==> config.mk <==
export PLATFORM = sky130hd
export DESIGN_NAME = jtag_scan_master
export DESIGN_NICKNAME = d
export VERILOG_FILES = /design/src/rtl/jtag_scan_master.sv
export SDC_FILE = /design/constraint.sdc
export NUM_CORES = 1
export LEC_CHECK = 0
export ABC_AREA = 1
export CELL_PAD_IN_SITES_DETAIL_PLACEMENT = 1
export CELL_PAD_IN_SITES_GLOBAL_PLACEMENT = 1
export CORE_ASPECT_RATIO = 1.4
export CORE_MARGIN = 2
export CORE_UTILIZATION = 45
export CTS_CLUSTER_SIZE = 25
export DETAILED_ROUTE_END_ITERATION = 12
export DONT_BUFFER_PORTS = 1
export GPL_ROUTABILITY_DRIVEN = 0
export PLACE_DENSITY = 0.79
export SLEW_MARGIN = 20
export SYNTH_ARGS = -nofsm -noshare
export SYNTH_HDL_FRONTEND = slang
export SYNTH_SLANG_ARGS = --single-unit
==> constraint.sdc <==
create_clock -name TCLK -period 2.95 [get_ports TCLK]
set_input_delay 0.295 -clock TCLK [delete_from_list [all_inputs] [get_ports TCLK]]
set_output_delay 0.295 -clock TCLK [all_outputs]
set_load 0.02 [all_outputs]
==> src/rtl/jtag_scan_master.sv <==
// Host-side JTAG sequencer: walks the TAP to Run-Test/Idle after reset, then runs
// complete IR/DR scans of 1..MAXLEN bits, driving TMS/TDI and capturing TDO.
module jtag_scan_master #(
  parameter int unsigned MAXLEN       = 32,
  parameter int unsigned LENW         = 6,
  parameter int unsigned RESET_CYCLES = 5
) (
  input  logic              TCLK,
  input  logic              TRST,
  input  logic              cmd_valid,
  output logic              cmd_ready,
  input  logic              cmd_ir,
  input  logic [LENW-1:0]   cmd_len,
  input  logic [MAXLEN-1:0] cmd_data,
  output logic              rsp_valid,
  output logic [MAXLEN-1:0] rsp_data,
  output logic              rsp_err,
  output logic              TMS,
  output logic              TDI,
  input  logic              TDO
);

  typedef enum logic [2:0] {
    RST_WALK,
    IDLE,
    PRE,
    SHIFT,
    UPDATE,
    DONE
  } state_t;

  localparam logic [LENW-1:0] RC_LAST = LENW'(RESET_CYCLES - 1);
  localparam logic [LENW-1:0] MAXLEN_L = LENW'(MAXLEN);

  state_t            state_q, state_d;
  logic [LENW-1:0]   cnt_q, cnt_d;
  logic [LENW-1:0]   len_q, len_d;
  logic              ir_q, ir_d;
  logic [MAXLEN-1:0] data_q, data_d;
  logic [MAXLEN-1:0] rsp_q, rsp_d;
  logic              ready_q, ready_d;
  logic              vld_q, vld_d;
  logic              err_q, err_d;
  logic              tms_q, tms_d;
  logic              tdi_q, tdi_d;

  logic              len_bad;
  logic [LENW-1:0]   pre_last;
  logic [LENW-1:0]   last_bit;

  assign len_bad  = (cmd_len == '0) || (cmd_len > MAXLEN_L);
  assign pre_last = ir_q ? LENW'(3) : LENW'(2);
  assign last_bit = len_q - LENW'(1);

  always_comb begin
    state_d = state_q;
    cnt_d   = cnt_q;
    len_d   = len_q;
    ir_d    = ir_q;
    data_d  = data_q;
    rsp_d   = rsp_q;
    ready_d = ready_q;
    vld_d   = vld_q;
    err_d   = err_q;
    tms_d   = tms_q;
    tdi_d   = tdi_q;
    case (state_q)
      RST_WALK: begin
        tdi_d = 1'b0;
        if (cnt_q < RC_LAST) begin
          tms_d = 1'b1;
          cnt_d = cnt_q + LENW'(1);
        end else if (cnt_q == RC_LAST) begin
          tms_d = 1'b0;
          cnt_d = cnt_q + LENW'(1);
        end else begin
          tms_d   = 1'b0;
          ready_d = 1'b1;
          state_d = IDLE;
        end
      end
      IDLE: begin
        tms_d = 1'b0;
        tdi_d = 1'b0;
        if (cmd_valid && ready_q) begin
          ready_d = 1'b0;
          ir_d    = cmd_ir;
          len_d   = cmd_len;
          data_d  = cmd_data;
          rsp_d   = '0;
          cnt_d   = '0;
          if (len_bad) begin
            vld_d   = 1'b1;
            err_d   = 1'b1;
            state_d = DONE;
          end else begin
            err_d   = 1'b0;
            tms_d   = 1'b1;
            state_d = PRE;
          end
        end
      end
      PRE: begin
        // Preamble position cnt_q is on the wire; only IR has a second TMS=1.
        if (cnt_q == pre_last) begin
          cnt_d   = '0;
          tdi_d   = data_q[0];
          tms_d   = (len_q == LENW'(1));
          state_d = SHIFT;
        end else begin
          cnt_d = cnt_q + LENW'(1);
          tms_d = ir_q && (cnt_q == '0);
        end
      end
      SHIFT: begin
        // TDO enters at the top; UPDATE realigns so the first bit lands at bit 0.
        rsp_d = {TDO, rsp_q[MAXLEN-1:1]};
        if (cnt_q == last_bit) begin
          tms_d   = 1'b1;
          tdi_d   = 1'b0;
          state_d = UPDATE;
        end else begin
          cnt_d  = cnt_q + LENW'(1);
          data_d = data_q >> 1;
          tdi_d  = data_q[1];
          tms_d  = ((cnt_q + LENW'(1)) == last_bit);
        end
      end
      UPDATE: begin
        tms_d   = 1'b0;
        tdi_d   = 1'b0;
        vld_d   = 1'b1;
        rsp_d   = rsp_q >> (MAXLEN - 32'(len_q));
        state_d = DONE;
      end
      DONE: begin
        tms_d   = 1'b0;
        tdi_d   = 1'b0;
        vld_d   = 1'b0;
        ready_d = 1'b1;
        state_d = IDLE;
      end
      default: state_d = RST_WALK;
    endcase
  end

  always_ff @(posedge TCLK) begin
    if (TRST) begin
      state_q <= RST_WALK;
      cnt_q   <= '0;
      len_q   <= '0;
      ir_q    <= 1'b0;
      data_q  <= '0;
      rsp_q   <= '0;
      ready_q <= 1'b0;
      vld_q   <= 1'b0;
      err_q   <= 1'b0;
      tms_q   <= 1'b1;
      tdi_q   <= 1'b0;
    end else begin
      state_q <= state_d;
      cnt_q   <= cnt_d;
      len_q   <= len_d;
      ir_q    <= ir_d;
      data_q  <= data_d;
      rsp_q   <= rsp_d;
      ready_q <= ready_d;
      vld_q   <= vld_d;
      err_q   <= err_d;
      tms_q   <= tms_d;
      tdi_q   <= tdi_d;
    end
  end

  assign cmd_ready = ready_q;
  assign rsp_valid = vld_q;
  assign rsp_data  = rsp_q;
  assign rsp_err   = err_q;
  assign TMS       = tms_q;
  assign TDI       = tdi_q;

endmodule

# After elaboration in Yosys (flattened, before gate mapping)
# Index checks and enable logic that the tools add are counted.
[classes]
magnitude_cmp = 2
mux = 36
n_addsub = 3
n_eq_ne = 18
reduce_logical = 23
shift = 1
[ops]
columns = ["cell", "n"]
rows = [
  ["32-bit 2-to-1 mux", 3],
  ["32-bit case mux with 3 select lines", 1],
  ["32-bit case mux with 2 select lines", 1],
  ["32-bit by 32-bit >> shifter with 32-bit output", 1],
  ["6-bit 2-to-1 mux", 5],
  ["6-bit case mux with 4 select lines", 1],
  ["3-bit 2-to-1 mux", 6],
  ["3-bit case mux with 6 select lines", 1],
  ["1-bit 2-to-1 mux", 14],
  ["2-bit inequality test (second input constant)", 7],
  ["6-bit equality test", 2],
  ["6-bit logical NOT", 2],
  ["3-bit nonzero test", 4],
  ["1-bit case mux with 3 select lines", 3],
  ["4-bit AND reduction", 2],
  ["6-bit by 6-bit subtractor with 7-bit output (first input constant)", 1],
  ["6-bit by 1-bit adder with 6-bit output (second input constant)", 1],
  ["3-bit by 2-bit equality test with 1-bit output (second input constant)", 2],
  ["3-bit equality test (second input constant)", 2],
  ["6-bit by 1-bit equality test with 1-bit output (second input constant)", 1],
  ["6-bit by 2-bit equality test with 1-bit output", 1],
  ["6-bit by 3-bit equality test with 1-bit output (second input constant)", 1],
  ["6-bit greater-than comparator (second input constant)", 1],
  ["6-bit by 3-bit less-than comparator with 1-bit output (second input constant)", 1],
  ["15 further kinds", 19],
]
[word_totals]
output_inout_bits = 37
reg_bits = 85
in_bits = 43
word_cells = 94

# Depth between registers and ports, before layout
[depth]
ltp_word = 5
mapped_depth = 19
depth_no_buf = 16

# Worst setup path before layout
# No wires, ideal clock.
[synth_path]
path_type = "register to register"
start = "reg len_q[0]"
end = "reg data_q[11]"
required_time_ns = 2.837
stages_incl_launch_ff = 17
arrival_time_ns = 2.278
setup_time_ns = 0.113
path_buffers = 4
slack_ns = 0.559
cell_sequence = "dfxtp_1 > buf_4 > inv_4 > clkbuf_1 > ha_1 > buf_2 > nand2_1 > nand4_1 > nor2_1 > nand3_1 > nor2_2 > nand3_2 > nand2_4 > nand2_8 > buf_4 > nor2_1 > nor2_1"
[synth_between]
elab_chain_cells = 4
[synth_rtl]
columns = ["item", "line_no", "source"]
rows = [
  ["from (decl)", "37", "logic [LENW-1:0] len_q, len_d;"],
  ["from (signal assigned)", "163", "len_q <= len_d;"],
  ["6-bit by 1-bit subtractor with 6-bit output", "53", "assign last_bit = len_q - LENW'(1);"],
  ["6-bit equality test", "118", "if (cnt_q == last_bit) begin"],
  ["2-bit inequality test (no line)", "--", ""],
  ["3-bit AND reduction (no line)", "--", ""],
  ["to (signal assigned)", "165", "data_q <= data_d;"],
  ["to (decl)", "39", "logic [MAXLEN-1:0] data_q, data_d;"],
]
# No other way between the ends.
# A chain may end at the register's enable or synchronous reset.

# Worst setup path in the final report
[layout_path]
start = "reg len_q[0]"
end = "reg data_q[24]"
# The elaborated chain is that of the path after synthesis.

==> run summary <==
The worst-case IR drop observed on VDD is 0.377 mV. The number of global-route vias before repair came out at 6,994. The worst register-to-register path begins at len_q[0]. The net total in the final layout came out at 975. The post-CTS setup repair buffer count came out at 0.

The startpoint of the worst hold path is TRST. The number of buffers created by CTS is 9. Setup repair after global routing left no endpoint under its margin. The overall track demand over capacity in global routing came out at 0.304.

The insertion delay to the later sink of the worst-skew pair came out at 0.36 ns. The estimated wirelength of the detail-placed design is 15.2 mm. Yosys attributes the largest share of cell area to sky130_fd_sc_hd__dfxtp_1 28%, sky130_fd_sc_hd__nand3_1 20%, sky130_fd_sc_hd__nand2_1 13%. The buffer cell driving the clock tree root is sky130_fd_sc_hd__clkbuf_16. The signed area change from the synthesized netlist to the final layout is 5.89%. Clock skew on the completed layout was measured at 0.00982 ns. In this design, the stage delay of the slowest critical-path cell is 0.37 ns. Using the TritonRoute via totals, the vias-per-cell ratio works out to 6.08.

The final routed wire length divided by cell count is 19.2 um. The total overflow reported by the global router is 0. The number of endpoints with negative hold slack in the final report is 0.

The die is 141 um tall. The total of buffers placed on input and output ports came out at 0. The pin count of the biggest net entering global routing came out at 62. The DRC violation count after routing came out at 0. The overall die area is 0.0143 mm2. The detailed-route wire length came out at 21.4 mm. The synthesized instance count is 966. The count of boundary I/O pins came out at 80. Counting distinct cell types in the post-synthesis netlist gives 36.

Data arrives at the worst endpoint at 2.95 ns. The cts-stage hold buffer count is 0. The total via count in the routed design came out at 6,774.

The post-cts gate resize count came out at 0. The number of setup violations in the final report is 0. The final critical path time including I/O delays and setup came out at 2.65 ns. The share of the Yosys chip area taken by registers is 0.283.

A synthesized cell averages 6.23 um2. The achievable frequency is 377 MHz. The core area is 0.0132 mm2.

The run finished with clean final reports. The post-synthesis instance area came out at 0.00602 mm2. The initial utilization of the core area, before any placement, comes to 0.456. The number of nets still failing antenna checks after routing is 0. The biggest area contributor in the post-synthesis netlist is sky130_fd_sc_hd__dfxtp_1. Counting along the longest clock path gives a buffer depth of 2. On the critical path, the stage with the largest delay is an instance of sky130_fd_sc_hd__buf_4. The share of the synthesized area in the top cell type is 0.283. The maximum fanout along the worst path is 61.

In the final layout, the share of cells above drive strength 1 is 0.0601. The static power due to leakage came out at 2.59 nW. The tightest hold path in the finished design has a slack of 0.0101 ns. STA classifies the critical path endpoint as a flop. The required time at the endpoint of the critical path is 3.25 ns. The normalized max-slew margin is 0.585. The tree built by TritonCTS fans out to 85 sinks. The post-route clock period utilization came out at 0.899.

The horizontal die dimension came out at 102 um. At the pin with the least slew margin, the transition time is 0.620 ns. Across the run, the number of max-cap violations was 0. The first global-routing pass estimated 34.9 mm of wire. The power density relative to cell area is 871 mW/mm2. The kind of start point of the critical path is a flop. The first TritonRoute pass finished after 7 iterations.

Walking the worst path, the cells encountered are inv_4 > buf_4 > ha_1 > xor2_1 > nand2_1 > nand2_1 > nor2_1 > nand3_1 > nor2_2 > nand3_2 > nand2_4 > nand2_8 > nand2_1 > nand2_1 > nor2_1. The final max-slew violation count is 0. The filler cell count in the final layout is 1,797. The worst hold-check path type is in -> reg. The number of antenna diodes came out at 0. The cell occurring most often along the worst timing path is sky130_fd_sc_hd__nand2_1.

The number of nets handed over by synthesis was 1,014. The number of H-tree levels is 3. The start point of the critical path is len_q[0]. The warning count from the yosys run is 0. The final sum of negative setup slack is 0 ns. The number of antenna violations at the first check in global routing came out at 0. The total number of placement rows is 50.

The register clock-pin slew on the reported worst setup and hold paths is 0.08 ns. The clock tree from TritonCTS is done. The number of synthesized register bits came out at 85. The first routing iteration left 339 violations.

The critical path in this run is classified as reg -> reg.
==> layout make-up <==
class	instances	area, um2	share of cell area
Clock buffer	9	225	0.0354
Timing Repair Buffer	14	130	0.0204
Inverter	46	175	0.0275
Clock inverter	7	80.1	0.0126
Sequential cell	85	1700	0.267
Multi-Input combinational cell	771	3830	0.601
Tap cell	182	228	0.0357
==> where the power goes <==
group,total [mW],switching (mW),internal [mW]
sequential,1.91,0.494,1.41
combinational,2.47,1.67,0.798
clock,1.17,0.570,0.602
==> final timing paths <==
check / end / slack (ns) / cells past startpoint
min reg2reg: data_q[0] / 0.49 / 2
max: data_q[24] / 0.30 / 15
min: rsp_data[18] / 0.01 / 1
max reg2reg: data_q[24] / 0.30 / 15
==> cells by family after synthesis <==
family / count (synthesis) / share of synthesized area
xor+xnor: 15 / 0.0231
simple gates: 600 / 0.444
flops: 85 / 0.283
fa+ha+maj: 5 / 0.0104
buf+inv: 110 / 0.0830
compound gates: 120 / 0.105
mux: 31 / 0.0518
==> through the flow <==
stage	util	instances	total power [mW]	instance area, um2	worst slack (ns)
floorplan	-	966	3.69	6020	0.559
global placement	0.459	1098	4.21	6060	0.503
detailed placement	0.459	1098	4.33	6060	0.317
CTS	0.483	1114	5.54	6370	0.285
global route	0.483	1114	5.95	6370	0.0431
finish	0.483	1114	5.55	6370	0.298
==> state kept, by name (all words and copies together) (netlist names) <==
| register | flops |
|---|---|
| ir_q | 1 |
| cmd_ready | 1 |
| len_q | 6 |
| TDI | 1 |
| state_q | 3 |
| rsp_valid | 1 |
| data_q | 32 |
| TMS | 1 |
| cnt_q | 6 |
| rsp_data | 32 |
| rsp_err | 1 |
==> cells in the mapped netlist <==
master / instances
sky130_fd_sc_hd__nand2_4: 1
sky130_fd_sc_hd__a21oi_1: 65
sky130_fd_sc_hd__a31oi_1: 14
sky130_fd_sc_hd__o311ai_0: 1
sky130_fd_sc_hd__buf_6: 5
sky130_fd_sc_hd__nand2_8: 1
sky130_fd_sc_hd__inv_2: 5
sky130_fd_sc_hd__nor2_1: 112
sky130_fd_sc_hd__nand2_2: 4
sky130_fd_sc_hd__buf_4: 7
sky130_fd_sc_hd__mux2i_1: 30
sky130_fd_sc_hd__clkbuf_1: 30
sky130_fd_sc_hd__inv_1: 39
sky130_fd_sc_hd__mux2_2: 1
sky130_fd_sc_hd__nand3_1: 240
sky130_fd_sc_hd__dfxtp_1: 85
sky130_fd_sc_hd__or2_1: 2
sky130_fd_sc_hd__nand3_2: 1
sky130_fd_sc_hd__xnor2_1: 4
sky130_fd_sc_hd__o21ai_1: 4
sky130_fd_sc_hd__nand2_1: 213
sky130_fd_sc_hd__buf_1: 6
sky130_fd_sc_hd__o221ai_1: 1
sky130_fd_sc_hd__xor2_1: 10
sky130_fd_sc_hd__o211ai_1: 1
sky130_fd_sc_hd__xnor2_2: 1
sky130_fd_sc_hd__clkinv_1: 1
sky130_fd_sc_hd__ha_1: 5
sky130_fd_sc_hd__a211oi_1: 1
sky130_fd_sc_hd__nor2_2: 6
sky130_fd_sc_hd__nor2_4: 3
sky130_fd_sc_hd__buf_2: 16
sky130_fd_sc_hd__nor3_1: 5
sky130_fd_sc_hd__nand4_1: 12
sky130_fd_sc_hd__inv_4: 1
sky130_fd_sc_hd__o21ai_0: 33
==> cells in the final DEF (no fill, tap or decap), types with 2 or more instances in the layout <==
cell type                   Yosys  final
sky130_fd_sc_hd__nor2_4         3      3
sky130_fd_sc_hd__xnor2_1        4      4
sky130_fd_sc_hd__nor2_1       112    112
sky130_fd_sc_hd__clkinv_8       0      2
sky130_fd_sc_hd__inv_8          0      2
sky130_fd_sc_hd__inv_1         39     39
sky130_fd_sc_hd__a31oi_1       14     14
sky130_fd_sc_hd__buf_4          7     12
sky130_fd_sc_hd__nor3_1         5      5
sky130_fd_sc_hd__or2_1          2      2
sky130_fd_sc_hd__ha_1           5      5
sky130_fd_sc_hd__nand4_1       12     12
sky130_fd_sc_hd__o21ai_0       33     33
sky130_fd_sc_hd__xor2_2         0      2
sky130_fd_sc_hd__buf_12         0      2
sky130_fd_sc_hd__nand3_1      240    240
sky130_fd_sc_hd__clkbuf_16      0      9
sky130_fd_sc_hd__nand2_2        4      4
sky130_fd_sc_hd__dfxtp_1       85     85
sky130_fd_sc_hd__nand2_1      213    213
sky130_fd_sc_hd__o21ai_1        4      4
sky130_fd_sc_hd__inv_2          5      5
sky130_fd_sc_hd__a21oi_1       65     65
sky130_fd_sc_hd__mux2i_1       30     30
sky130_fd_sc_hd__nor2_2         6      6
sky130_fd_sc_hd__xor2_1        10      8
==> metal layers <==
metal | vias up | part of all wire | track usage
li1 | 3179 | - | -
met1 | 3260 | 0.37 | 0.321
met2 | 253 | 0.52 | 0.550
met3 | 82 | 0.055 | 0.0545
met4 | 0 | 0.051 | 0.174
met5 | - | 0 | 0
==> critical path, delay by kind of cell (launching register included) <==
kind,cells,cell delay [ns]
and+or+nand+nor,11,1.38
buffers and inverters,2,0.43
DFF,1,0.34
adders and majority gates,1,0.31
xor gates and xnor gates,1,0.13
(Power assumes the default switching activity.)
